===== src/rtl/wb_arbiter_2m.sv =====
// wb_arbiter_2m: two-master / one-slave Wishbone B4 arbiter.
//   M0 (data port) and M1 (instruction fetch) share a single RAM slave.
//   Round-robin grant, held for the whole CYC period so bursts stay atomic.
//   A watchdog returns ERR to the granted master if its strobe is left
//   unterminated by the slave for TIMEOUT cycles.
// Ports:
//   WB_CLK_I, WB_RST_I (sync, active-low)
//   WBMx_*  : master-side Wishbone ports (ADR/DAT/WE/CTI/STB/CYC in,
//             DAT/ACK/ERR/RTY/STALL out), x = 0, 1
//   WBS_*   : slave-side Wishbone port
//   GNT_O   : one-hot current grant (01 = M0, 10 = M1, 00 = idle)
module wb_arbiter_2m #(
  parameter int ADDR_WIDTH = 32,
  parameter int DATA_WIDTH = 32,
  parameter int TIMEOUT    = 256
) (
  input  logic                  WB_CLK_I,
  input  logic                  WB_RST_I,
  input  logic [ADDR_WIDTH-1:0] WBM0_ADR_I,
  input  logic [DATA_WIDTH-1:0] WBM0_DAT_I,
  output logic [DATA_WIDTH-1:0] WBM0_DAT_O,
  input  logic                  WBM0_WE_I,
  input  logic [2:0]            WBM0_CTI_I,
  input  logic                  WBM0_STB_I,
  input  logic                  WBM0_CYC_I,
  output logic                  WBM0_ACK_O,
  output logic                  WBM0_ERR_O,
  output logic                  WBM0_RTY_O,
  output logic                  WBM0_STALL_O,
  input  logic [ADDR_WIDTH-1:0] WBM1_ADR_I,
  input  logic [DATA_WIDTH-1:0] WBM1_DAT_I,
  output logic [DATA_WIDTH-1:0] WBM1_DAT_O,
  input  logic                  WBM1_WE_I,
  input  logic [2:0]            WBM1_CTI_I,
  input  logic                  WBM1_STB_I,
  input  logic                  WBM1_CYC_I,
  output logic                  WBM1_ACK_O,
  output logic                  WBM1_ERR_O,
  output logic                  WBM1_RTY_O,
  output logic                  WBM1_STALL_O,
  output logic [ADDR_WIDTH-1:0] WBS_ADR_O,
  output logic [DATA_WIDTH-1:0] WBS_DAT_O,
  output logic                  WBS_WE_O,
  output logic [2:0]            WBS_CTI_O,
  output logic                  WBS_STB_O,
  output logic                  WBS_CYC_O,
  input  logic [DATA_WIDTH-1:0] WBS_DAT_I,
  input  logic                  WBS_ACK_I,
  input  logic                  WBS_ERR_I,
  input  logic                  WBS_RTY_I,
  input  logic                  WBS_STALL_I,
  output logic [1:0]            GNT_O
);

  typedef enum logic [1:0] {IDLE, GNT0, GNT1} state_t;

  localparam logic [15:0] WD_LAST = 16'(TIMEOUT - 1);

  state_t      state;
  state_t      state_nxt;
  logic        last;      // 0 = M0 granted last, 1 = M1 granted last
  logic [15:0] wd_cnt;
  logic        wd_err;
  logic        handover;  // first cycle after a direct GNTx -> GNTy switch
  logic        stb_eff;   // strobe of the granted master as seen by the slave
  logic        slv_term;

  assign slv_term = WBS_ACK_I | WBS_ERR_I | WBS_RTY_I;

  always_ff @(posedge WB_CLK_I) begin
    if (!WB_RST_I) begin
      state    <= IDLE;
      last     <= 1'b1;
      wd_cnt   <= '0;
      wd_err   <= 1'b0;
      handover <= 1'b0;
    end else begin
      state    <= state_nxt;
      handover <= (state != IDLE) && (state_nxt != IDLE) && (state_nxt != state);
      if (state == GNT0 && state_nxt != GNT0) last <= 1'b0;
      if (state == GNT1 && state_nxt != GNT1) last <= 1'b1;
      // Watchdog only runs while the grant is stable and the strobe is open.
      if (state == IDLE || state_nxt != state || !stb_eff || slv_term) begin
        wd_cnt <= '0;
        wd_err <= 1'b0;
      end else if (wd_cnt == WD_LAST) begin
        wd_cnt <= '0;
        wd_err <= 1'b1;
      end else begin
        wd_cnt <= wd_cnt + 16'd1;
        wd_err <= 1'b0;
      end
    end
  end

  always_comb begin
    state_nxt    = state;
    stb_eff      = 1'b0;
    WBS_ADR_O    = '0;
    WBS_DAT_O    = '0;
    WBS_WE_O     = 1'b0;
    WBS_CTI_O    = 3'b000;
    WBS_STB_O    = 1'b0;
    WBS_CYC_O    = 1'b0;
    WBM0_DAT_O   = '0;
    WBM0_ACK_O   = 1'b0;
    WBM0_ERR_O   = 1'b0;
    WBM0_RTY_O   = 1'b0;
    WBM0_STALL_O = 1'b1;
    WBM1_DAT_O   = '0;
    WBM1_ACK_O   = 1'b0;
    WBM1_ERR_O   = 1'b0;
    WBM1_RTY_O   = 1'b0;
    WBM1_STALL_O = 1'b1;
    GNT_O        = 2'b00;

    case (state)
      IDLE: begin
        if (WBM0_CYC_I && (!WBM1_CYC_I || last))
          state_nxt = GNT0;
        else if (WBM1_CYC_I && (!WBM0_CYC_I || !last))
          state_nxt = GNT1;
      end
      GNT0: begin
        if (!WBM0_CYC_I) state_nxt = WBM1_CYC_I ? GNT1 : IDLE;
        // During a hand-over cycle any slave termination still belongs to the
        // previous master, so the new master's strobe is held off the slave
        // and terminations are not forwarded to it.
        stb_eff      = WBM0_STB_I & ~handover;
        WBS_ADR_O    = WBM0_ADR_I;
        WBS_DAT_O    = WBM0_DAT_I;
        WBS_WE_O     = WBM0_WE_I;
        WBS_CTI_O    = WBM0_CTI_I;
        WBS_STB_O    = stb_eff;
        WBS_CYC_O    = WBM0_CYC_I;
        WBM0_DAT_O   = WBS_DAT_I;
        WBM0_ACK_O   = WBS_ACK_I & ~handover;
        WBM0_ERR_O   = (WBS_ERR_I & ~handover) | wd_err;
        WBM0_RTY_O   = WBS_RTY_I & ~handover;
        WBM0_STALL_O = WBS_STALL_I | handover;
        GNT_O        = 2'b01;
      end
      GNT1: begin
        if (!WBM1_CYC_I) state_nxt = WBM0_CYC_I ? GNT0 : IDLE;
        stb_eff      = WBM1_STB_I & ~handover;
        WBS_ADR_O    = WBM1_ADR_I;
        WBS_DAT_O    = WBM1_DAT_I;
        WBS_WE_O     = WBM1_WE_I;
        WBS_CTI_O    = WBM1_CTI_I;
        WBS_STB_O    = stb_eff;
        WBS_CYC_O    = WBM1_CYC_I;
        WBM1_DAT_O   = WBS_DAT_I;
        WBM1_ACK_O   = WBS_ACK_I & ~handover;
        WBM1_ERR_O   = (WBS_ERR_I & ~handover) | wd_err;
        WBM1_RTY_O   = WBS_RTY_I & ~handover;
        WBM1_STALL_O = WBS_STALL_I | handover;
        GNT_O        = 2'b10;
      end
      default: state_nxt = IDLE;
    endcase
  end

endmodule

===== config.mk =====
export PLATFORM = sky130hd
export DESIGN_NAME = wb_arbiter_2m
export DESIGN_NICKNAME = d
export VERILOG_FILES = /design/src/rtl/wb_arbiter_2m.sv
export SDC_FILE = /design/constraint.sdc
export NUM_CORES = 1
export LEC_CHECK = 0
export BUFFER_PORTS_ARGS = -buffer_cell sky130_fd_sc_hd__buf_2
export CAP_MARGIN = 10
export CORE_AREA = 3 3 125 127
export DETAILED_ROUTE_END_ITERATION = 7
export DIE_AREA = 0 0 128 130
export SLEW_MARGIN = 5
export SYNTH_ARGS = -nofsm -noshare
export SYNTH_HDL_FRONTEND = slang
export SYNTH_SLANG_ARGS = --single-unit

===== constraint.sdc =====
create_clock -name WB_CLK_I -period 2.2 [get_ports WB_CLK_I]
set_input_delay 0.55 -clock WB_CLK_I [delete_from_list [all_inputs] [get_ports WB_CLK_I]]
set_output_delay 0.55 -clock WB_CLK_I [all_outputs]
set_load 0.02 [all_outputs]

* After elaboration in Yosys (flattened, before gate mapping)
Cells that the tools add are included.
** Word-level totals
- Bits in registers :: 21
- Bits of input ports :: 178
** Operators by class
- Bitwise gates (word level) :: 11
- Equal/unequal tests :: 6
- Mux-type cells :: 25
- Add/sub/neg operators :: 1
- Reduce and logical (&&, ||, !) cells :: 21
** Operators by type and width (count)
- $pmux 32 s2 :: 2
- $mux 32 :: 2
- $add 16x1->16 const B :: 1
- $eq 16x8->1 const B :: 1
- $mux 1 :: 10
- $mux 2 :: 5
- $logic_and 1x1->1 :: 6
- $pmux 1 s2 :: 3
- $pmux 2 s3 :: 1
- $pmux 3 s2 :: 1
- $and 1x1->1 :: 5
- $logic_or 1x1->1 :: 5
- $logic_not 1->1 :: 4
- $or 1x1->1 :: 4
- $pmux 2 s2 :: 1
- $reduce_bool 2->1 :: 2
- $reduce_or 2->1 :: 2
- $reduce_or 3->1 :: 1
- $eq 2x1->1 const B :: 1
- $eq 2x2->1 const B :: 1
- $logic_not 2->1 :: 1
- $ne 2x1->1 const B :: 1
- $ne 2x2->1 :: 1
- $ne 2x2->1 const B :: 1
- $not 1->1 :: 2

* Longest topological paths before layout
Gate-level depths: netlist of run 1.
- Depth in word-level cells :: 11
- Gate-level depth with buffers :: 9
- Depth with buffers taken out :: 7

* Worst setup path after synthesis of run 1
Ideal clock, no wire load.
- Kind :: register to output
- From :: register state[1]
- To :: output port WBS_CTI_O[2]
- Stages on the path, launching flop included :: 8
- Arrival :: 2.016 ns
- Slack :: -0.366 ns
- Cells stage by stage :: dfxtp_1 inv_1 ha_1 buf_2 clkbuf_1 buf_1 a22oi_1 nor2b_1
** On the way
- Longest elaborated chain between the ends :: 2
- Elaborated cells on any way between the ends :: 3
** Ends and longest elaborated chain
- from (decl) :: RTL line 59 : state_t state;
- from (signal assigned) :: RTL line 78 : state <= state_nxt;
- $eq 2x2->1 or $eq 2x1->1 (tied branches) :: RTL line 117 : case (state)
- $pmux 3 s2 * :: RTL line 117
- to (decl) :: RTL line 44 : output logic [2:0] WBS_CTI_O,
Every way passes the cells marked *; elsewhere a longest branch is shown, timed or not.

* Worst setup path in the final report of run 1
- From :: register state[1]
- To :: output port WBS_DAT_O[26]
** On the way
- Longest elaborated chain between the ends :: 2
- Elaborated cells on any way between the ends :: 3
** Ends and longest elaborated chain
- $eq 2x2->1 or $eq 2x1->1 (tied branches) :: RTL line 117
- $pmux 32 s2 * :: RTL line 117
- to (decl) :: RTL line 42 : output logic [DATA_WIDTH-1:0] WBS_DAT_O,
Marked as above.

==> summary.json, run 1 <==
{
  "postSynthAreaPerCell_um2": 7.21,
  "synth_edf_count": 0,
  "slew_viol_final": 0,
  "most_frequently_used_cell_type_in_the_post_synthesis_netlist": "sky130_fd_sc_hd__nor2b_1",
  "finalCritPeriodShare_pct": 102,
  "most_common_library_cells_after_synthesis": "77 x sky130_fd_sc_hd__nor2b_1, 71 x sky130_fd_sc_hd__and2_1, 69 x sky130_fd_sc_hd__a22oi_1",
  "final-hold-violation-count": 0,
  "crit_path_max_incr_delay_ns": 0.36,
  "power.density_cell_area_mw_per_mm2": 479,
  "count_of_maximum_capacitance_violations": 0,
  "worstPathArrival_ns": 1.69,
  "gpl.final_weighted_congestion": 0.817,
  "synth_ff_type": "sky130_fd_sc_hd__dfxtp_1",
  "routed_via_density": 4.61,
  "floorplan.initialDensity_pct": 19.3,
  "worst_skew_pair.late_latency_ns": 0.26,
  "layout-area-overhead-vs-synth_pct": 113,
  "post-synth-top-area-fraction_pct": 18.4,
  "chipWidth_um": 128,
  "total_overflow_reported_by_the_global_router": 0,
  "clock_power_share_pct": 13.7,
  "worstSetupEndpointType": "primary output",
  "vias": 4220,
  "top_level_ports": 322,
  "grt_pass1_vias": 3871,
  "detail_route.drc_violations": 0,
  "cts_tree": "done",
  "post_synth_instance_area_mm2": 0.00281,
  "share_comb_of_total_power_pct": 72.3,
  "crit_chain": "inv_2 > ha_4 > buf_4 > clkbuf_16 > a22oi_1 > nor2b_2 > buf_4",
  "switching_share_pct": 41.8,
  "clk_transition_reported_paths_ns": 0.06,
  "drt_pass1_iterations": 4,
  "cts_made_buffers": 3,
  "final_standard_cell_count_with_taps_included_and_fillers_excluded": 915,
  "timing.critical_path.required_ns": 1.65,
  "critical-path-slowest-cell": "sky130_fd_sc_hd__dfxtp_2",
  "hp-class": "flip-flop to flip-flop",
  "rsz0062_at_grt": "yes",
  "critical_path_peak_fanout": 12,
  "leakagePower_nw": 2.75,
  "internal_power_mw": 1.67,
  "timing.critical_path.max_delay_family": "buffers and inverters",
  "worst-path-buf-inv": 4,
  "setup.worst_path.start_class": "flip-flop",
  "detailedPlace.worstSlack_ns": 0.0681,
  "clock_sinks": 21,
  "synth-async-reset-ratio_pct": 0,
  "synth_area_leaders": "sky130_fd_sc_hd__a22oi_1 18%, sky130_fd_sc_hd__nor2b_1 17%, sky130_fd_sc_hd__and2_1 16%",
  "dieHeight_um": 130,
  "final_antenna_net_count": 0,
  "ys_types": 42,
  "run_status": "finished with violations",
  "die_area_mm2": 0.0166,
  "setup_ws_ns": -0.0351,
  "totalWireLength_um": 16600,
  "ctsLongestPathBuffers": 2,
  "post_synth_inst_count": 390,
  "antenna_found_initial": 5,
  "clock-skew-final_ns": 0.00219,
  "failed_checks": "negative setup slack",
  "htreeDepth": 1,
  "cell_at_the_root_of_the_clock_tree": "sky130_fd_sc_hd__clkbuf_16",
  "ys_warn_count": 0,
  "routed_wire_length_per_instance_um": 18.2,
  "worst-slew-pin-transition_ns": 0.662,
  "final_nets": 915,
  "layout_cells_sized_above_1_pct": 71.1,
  "rows": 44,
  "grt_util_all_layers_pct": 17.3,
  "max-slew-margin-rel_pct": 55.4,
  "peak_clock_frequency_supported_by_timing_mhz": 447,
  "pwr-share-seq_pct": 14.0,
  "timing.final.crit_period_ns": 2.24,
  "switching_power_total_mw": 1.20,
  "synth.yosys.seq_area_share_pct": 15.0,
  "placeableCoreArea_mm2": 0.0145,
  "worstSetupPathType": "flip-flop to primary output",
  "first_pass_grt_wire_length_um": 22500,
  "synthesis.nets": 574,
  "numPortBuffers": 321,
  "synth_top_area_cell": "sky130_fd_sc_hd__a22oi_1",
  "grt_max_degree": 28,
  "dpl.hpwl_um": 12400,
  "first_iter_violations": 219,
  "place_inst": 889,
  "cpMostUsedCell": "sky130_fd_sc_hd__buf_4",
  "postLayoutCoreUtil_pct": 41.2,
  "ys_ff_latch": 21,
  "post-layout-total-power_mw": 2.87,
  "setup_violations": 12,
  "irDropWorstVdd_mv": 0.310,
  "holdBufCountCts": 0,
  "place_area_mm2": 0.00499,
  "post-route-cell-area_mm2": 0.00599
}
stage by stage:
stage | hold slack (ns) | setup TNS (ns)
final | 0.521 | -0.190
after global routing | 0.547 | -1.81
after CTS | 0.517 | -0.548
after detailed placement | 0.509 | 0
after global placement | 0.514 | 0
after floorplan | 0.476 | -0.177
sequential cells by signal, indices dropped and copies added (netlist names):
signal	flops
handover	1
last	1
state	2
wd_cnt	16
wd_err	1
final cells by class:
class,instances,area (µm²)
Timing Repair Buffer,371,2490
Inverter,6,22.5
Antenna cell,1,2.50
Multi-Input combinational cell,328,2750
Clock buffer,3,75.1
Fill cell,1482,8540
Sequential cell,21,423
Clock inverter,1,5.00
Tap cell,184,230
layer usage:
layer	GRT usage (%)	vias to the layer above	routed length (µm)
li1	-	2057	-
met2	30.2	166	8530
met1	23.0	1972	6860
met4	3.06	4	245
met5	0	-	27
met3	2.21	21	974
cell families (layout without fill, tap and decap cells):
| family | Yosys count | after routing | share of synthesized area [%] |
|---|---|---|---|
| other | 0 | 1 | 0 |
| flip-flops | 21 | 21 | 15.0 |
| AO/OA/AOI/OAI | 90 | 90 | 23.3 |
| adder cells (fa/ha/maj) | 6 | 6 | 2.67 |
| AND/OR/NAND/NOR | 216 | 216 | 47.9 |
| multiplexers | 2 | 2 | 0.801 |
| XOR/XNOR | 14 | 14 | 4.36 |
| buffers and inverters | 41 | 381 | 6.05 |
layout by cell type, fill, tap and decap left out, types with 3 or more instances in the layout:
| master | count |
|---|---|
| sky130_fd_sc_hd__buf_2 | 263 |
| sky130_fd_sc_hd__and2_1 | 67 |
| sky130_fd_sc_hd__nor2b_2 | 62 |
| sky130_fd_sc_hd__buf_4 | 62 |
| sky130_fd_sc_hd__a22oi_2 | 52 |
| sky130_fd_sc_hd__buf_6 | 29 |
| sky130_fd_sc_hd__dfxtp_1 | 19 |
| sky130_fd_sc_hd__a22oi_1 | 17 |
| sky130_fd_sc_hd__nand2_1 | 13 |
| sky130_fd_sc_hd__nor3_1 | 10 |
| sky130_fd_sc_hd__xor2_1 | 9 |
| sky130_fd_sc_hd__nor2b_1 | 8 |
| sky130_fd_sc_hd__buf_12 | 8 |
| sky130_fd_sc_hd__nor2b_4 | 7 |
| sky130_fd_sc_hd__nor2_1 | 7 |
| sky130_fd_sc_hd__nor3_2 | 7 |
| sky130_fd_sc_hd__nand2b_1 | 6 |
| sky130_fd_sc_hd__o21ai_0 | 6 |
| sky130_fd_sc_hd__and3_1 | 5 |
| sky130_fd_sc_hd__nand3_1 | 5 |
| sky130_fd_sc_hd__xnor2_1 | 5 |
| sky130_fd_sc_hd__and2_4 | 4 |
| sky130_fd_sc_hd__inv_1 | 4 |
| sky130_fd_sc_hd__nand4_1 | 4 |
| sky130_fd_sc_hd__clkbuf_16 | 4 |
| sky130_fd_sc_hd__a21oi_1 | 3 |
| sky130_fd_sc_hd__nor4_1 | 3 |
| sky130_fd_sc_hd__ha_4 | 3 |
| sky130_fd_sc_hd__ha_1 | 3 |
| sky130_fd_sc_hd__buf_16 | 3 |
| sky130_fd_sc_hd__buf_8 | 3 |
path summary, 6_finish.rpt:
kind	startpoint	to	slack, ns	cells after the start
worst max register to register	state[1]	wd_cnt[9]	0.22	10
worst max-delay path	state[1]	WBS_DAT_O[26]	-0.04	7
worst min register to register	wd_cnt[0]	wd_cnt[0]	0.52	1
worst min-delay path	wd_cnt[0]	wd_cnt[0]	0.52	1
timing repair:
action | 4_1_cts | 5_1_grt
buffers inserted | 10 | 5
setup endpoints to repair | 89 | 98
pin swaps | 3 | 2
gates resized for setup | 80 | 90
gates cloned | 5 | 1
power by group through the flow:
stage	Clock [mW]	Sequential (mW)	Combinational [mW]
floorplan	0	0.410	0.947
global placement	0	0.405	1.61
finish	0.393	0.402	2.07
CTS	0.403	0.400	1.91
global route	0.415	0.403	2.20
detailed placement	0	0.406	1.61
Note: power is estimated with default switching activity, not from simulation.
==> run 2: changes to the inputs <==
--- a/config.mk
+++ b/config.mk
@@ -5,7 +5,7 @@
 export SDC_FILE = /design/constraint.sdc
 export NUM_CORES = 1
 export LEC_CHECK = 0
-export BUFFER_PORTS_ARGS = -buffer_cell sky130_fd_sc_hd__buf_2
+export BUFFER_PORTS_ARGS = -buffer_cell sky130_fd_sc_hd__buf_4
 export CAP_MARGIN = 10
 export CORE_AREA = 3 3 125 127
 export DETAILED_ROUTE_END_ITERATION = 7
==> run 2 against run 1 <==
  * The flow still finishes with violations (negative setup slack)
  * Sequential cell count unchanged
  * Largest power group unchanged
  * Maximum frequency decreased by 0.19%
  * Global-route usage rose by 1.8 points
  * First-iteration DRC count decreased by 26%
  * Final area grew 16%
  * Critical path depth up 1
  * Combinational power is 14% higher
==> summary.json, run 2 (synthesized netlist as in run 1, its figures left out) <==
{
  "gpl.final_weighted_congestion": {"value": 0.842, "change": "+3.1%"},
  "ctsLongestPathBuffers": {"value": 2, "change": "unchanged"},
  "final.fill_count": {"value": 1419, "change": "-4.3%"},
  "clock_power_share": {"value": 12.9, "unit": "%", "change": "-0.8 points"},
  "worstSetupEndpointType": "primary output",
  "floorplan.initialDensity": {"value": 19.3, "unit": "%", "change": "unchanged"},
  "grt_util_met2": {"value": 33.3, "unit": "%", "change": "+3.1 points"},
  "totalWireLength": {"value": 18200, "unit": "µm", "change": "+9.6%"},
  "antenna_found_initial": {"value": 1, "change": "-4"},
  "critical-path-slowest-cell": "sky130_fd_sc_hd__dfxtp_2",
  "worstPathArrival": {"value": 1.69, "unit": "ns", "change": "about the same"},
  "worstSetupPathType": "flip-flop to primary output",
  "crit_chain": "buf_6 > ha_4 > buf_8 > buf_12 > a22oi_2 > buf_4 > nor2b_2 > buf_6",
  "vias": {"value": 4233, "change": "+0.31%"},
  "rsz0062_at_grt": "yes",
  "rows": {"value": 44, "change": "unchanged"},
  "setup_ws": {"value": -0.0393, "unit": "ns", "change": "-0.00428 ns"},
  "crit_path_max_incr_delay": {"value": 0.33, "unit": "ns", "change": "-0.03 ns"},
  "post-route-cell-area": {"value": 0.00697, "unit": "mm²", "change": "+16%"},
  "run_status": "finished with violations",
  "die_area": {"value": 0.0166, "unit": "mm²", "change": "unchanged"},
  "share_comb_of_total_power": {"value": 74.4, "unit": "%", "change": "+2.1 points"},
  "switching_power_total": {"value": 1.27, "unit": "mW", "change": "+6.3%"},
  "critical_path_peak_fanout": {"value": 5, "change": "-7"},
  "cell_at_the_root_of_the_clock_tree": "sky130_fd_sc_hd__clkbuf_16",
  "worst-slew-pin-transition": {"value": 0.669, "unit": "ns", "change": "+0.00688 ns"},
  "grt_util_all_layers": {"value": 19.1, "unit": "%", "change": "+1.8 points"},
  "grt_util_met3": {"value": 3.03, "unit": "%", "change": "+0.82 points"},
  "grt_util_met1": {"value": 25.4, "unit": "%", "change": "+2.4 points"},
  "switching_share": {"value": 40.0, "unit": "%", "change": "-1.8 points"},
  "layout-area-overhead-vs-synth_pct": 148,
  "dpl.hpwl": {"value": 13100, "unit": "µm", "change": "+5.5%"},
  "pwr-share-seq": {"value": 12.7, "unit": "%", "change": "-1.3 points"},
  "grt_pass1_vias": {"value": 3986, "change": "+3.0%"},
  "post-layout-total-power": {"value": 3.19, "unit": "mW", "change": "+11%"},
  "irDropWorstVdd": {"value": 0.357, "unit": "mV", "change": "+15%"},
  "setup_violations": {"value": 17, "change": "+5"},
  "registers.top_by_ff_count": "wd_cnt",
  "numPortBuffers": {"value": 321, "change": "unchanged"},
  "clock_sinks": {"value": 21, "change": "unchanged"},
  "hp-class": "primary input to flip-flop",
  "cts_tree": "done",
  "most-common-layout-cells": "279 x sky130_fd_sc_hd__buf_4, 71 x sky130_fd_sc_hd__buf_6, 65 x sky130_fd_sc_hd__nor2b_2, 58 x sky130_fd_sc_hd__a22oi_2, 55 x sky130_fd_sc_hd__and2_1",
  "final_nets": {"value": 918, "change": "+0.33%"},
  "flip_flop_count_of_the_largest_register_all_copies_and_words_added": {"value": 16, "change": "unchanged"},
  "timing.critical_path.required": {"value": 1.65, "unit": "ns", "change": "about the same"},
  "final-hold-violation-count": {"value": 0, "change": "unchanged"},
  "setup.worst_path.start_class": "flip-flop",
  "place_area": {"value": 0.00577, "unit": "mm²", "change": "+16%"},
  "peak_clock_frequency_supported_by_timing": {"value": 447, "unit": "MHz", "change": "-0.19%"},
  "finalCritPeriodShare": {"value": 102, "unit": "%", "change": "+0.19 points"},
  "internal_power": {"value": 1.91, "unit": "mW", "change": "+15%"},
  "count_of_maximum_capacitance_violations": {"value": 0, "change": "unchanged"},
  "cts_made_buffers": {"value": 3, "change": "unchanged"},
  "max-slew-margin-rel": {"value": 55.0, "unit": "%", "change": "-0.46 points"},
  "htreeDepth": {"value": 1, "change": "unchanged"},
  "leakagePower": {"value": 2.98, "unit": "nW", "change": "+8.6%"},
  "chipWidth": {"value": 128, "unit": "µm", "change": "unchanged"},
  "routed_via_density": {"value": 4.61, "change": "about the same"},
  "first_pass_grt_wire_length": {"value": 24900, "unit": "µm", "change": "+10%"},
  "cpMostUsedCell": "sky130_fd_sc_hd__buf_6",
  "final_antenna_net_count": {"value": 0, "change": "unchanged"},
  "clock-skew-final": {"value": 0.00297, "unit": "ns", "change": "+0.000779 ns"},
  "dieHeight": {"value": 130, "unit": "µm", "change": "unchanged"},
  "worst_skew_pair.late_latency": {"value": 0.26, "unit": "ns", "change": "about the same"},
  "total_overflow_reported_by_the_global_router": {"value": 0, "change": "unchanged"},
  "slew_viol_final": {"value": 0, "change": "unchanged"},
  "layout_cells_sized_above_1": {"value": 73.8, "unit": "%", "change": "+2.7 points"},
  "timing.final.crit_period": {"value": 2.24, "unit": "ns", "change": "+0.00428 ns"},
  "routed_wire_length_per_instance": {"value": 19.9, "unit": "µm", "change": "+9.3%"},
  "drt_pass1_iterations": {"value": 4, "change": "unchanged"},
  "power.density_cell_area": {"value": 457, "unit": "mW/mm²", "change": "-4.5%"},
  "placeableCoreArea": {"value": 0.0145, "unit": "mm²", "change": "unchanged"},
  "largest_registers": "wd_cnt (16), state (2)",
  "clk_transition_reported_paths": {"value": 0.06, "unit": "ns", "change": "about the same"},
  "global_route.peak_usage_layer": "met2",
  "first_iter_violations": {"value": 162, "change": "-26%"},
  "detail_route.drc_violations": {"value": 0, "change": "unchanged"},
  "most_frequent_standard_cell_in_the_layout_excluding_fill_and_tap_cells": "sky130_fd_sc_hd__buf_4",
  "failed_checks": "negative setup slack",
  "r2r_setup_slack": {"value": 0.11, "unit": "ns", "change": "-0.11 ns"},
  "top_level_ports": {"value": 322, "change": "unchanged"},
  "grt_max_degree": {"value": 56, "change": "+100%"}
}
-- run 2: cell count changes in the layout (fill, tap and decap cells not counted), sizes merged --
| cell | change |
|---|---|
| clkbuf | +3 |
| buf | +1 |
| bufbuf | -1 |
| clkinv | -1 |
| clkinvlp | +1 |
-- run 2: worst paths after layout --
kind                   from             to  cells after the start
setup / recovery   state[1]  WBS_ADR_O[26]                      8
hold / removal     WB_RST_I           last                      2
setup reg to reg   state[0]      wd_cnt[3]                      9
hold reg to reg   wd_cnt[0]      wd_cnt[0]                      1
-- run 2: metrics by stage --
step	hold slack [ns]	utilization (%)	setup TNS (ns)	std cells	setup WS (ns)
global placement	0.524	39.7	0	888	0.123
finish	0.524	47.9	-0.252	918	-0.0393
global route	0.537	47.9	-2.62	917	-0.0981
CTS	0.526	45.8	-0.456	914	-0.0659
detailed placement	0.522	39.7	0	888	0.120
floorplan	0.476	-	-0.177	390	-0.0139
-- run 2: what timing repair did --
action | CTS | global route
hold buffers | 0 | 0
pin swaps | 9 | 9
setup buffers | 16 | 1
setup endpoints to repair | 91 | 109
gates cloned | 6 | 4
resized for setup | 110 | 74
-- run 2: power by group through the flow --
stage	clock (mW)	sequential, mW	combinational (mW)
final	0.411	0.404	2.37
after global routing	0.434	0.405	2.51
after detailed placement	0	0.407	1.82
after CTS	0.419	0.402	2.23
after floorplan	0	0.410	0.947
after global placement	0	0.407	1.82
-- run 2: routing by layer --
layer  part of all wire [%]  routed length (µm)
met3                    5.6                1030
met4                   0.98                 178
met1                     42                7730
met2                     51                9290
met5                  0.044                   8
-- run 2: area by class of cell --
cell class / instances / area (µm²) / share of cell area, %
Inverter: 6 / 25.0 / 0.359
Tap cell: 184 / 230 / 3.30
Timing Repair Buffer: 374 / 3400 / 48.9
Clock inverter: 1 / 7.51 / 0.108
Sequential cell: 21 / 425 / 6.11
Antenna cell: 1 / 2.50 / 0.0359
Multi-Input combinational cell: 328 / 2800 / 40.2
Clock buffer: 3 / 75.1 / 1.08
-- run 2: worst max-delay path: cells and delay by family, from the launching register on --
kind | cells | cell delay, ns
and+or+nand+nor | 1 | 0.04
buffers and inverters | 5 | 0.67
adders and majority gates | 1 | 0.18
DFF | 1 | 0.33
AOI/OAI and AO/OA | 1 | 0.20
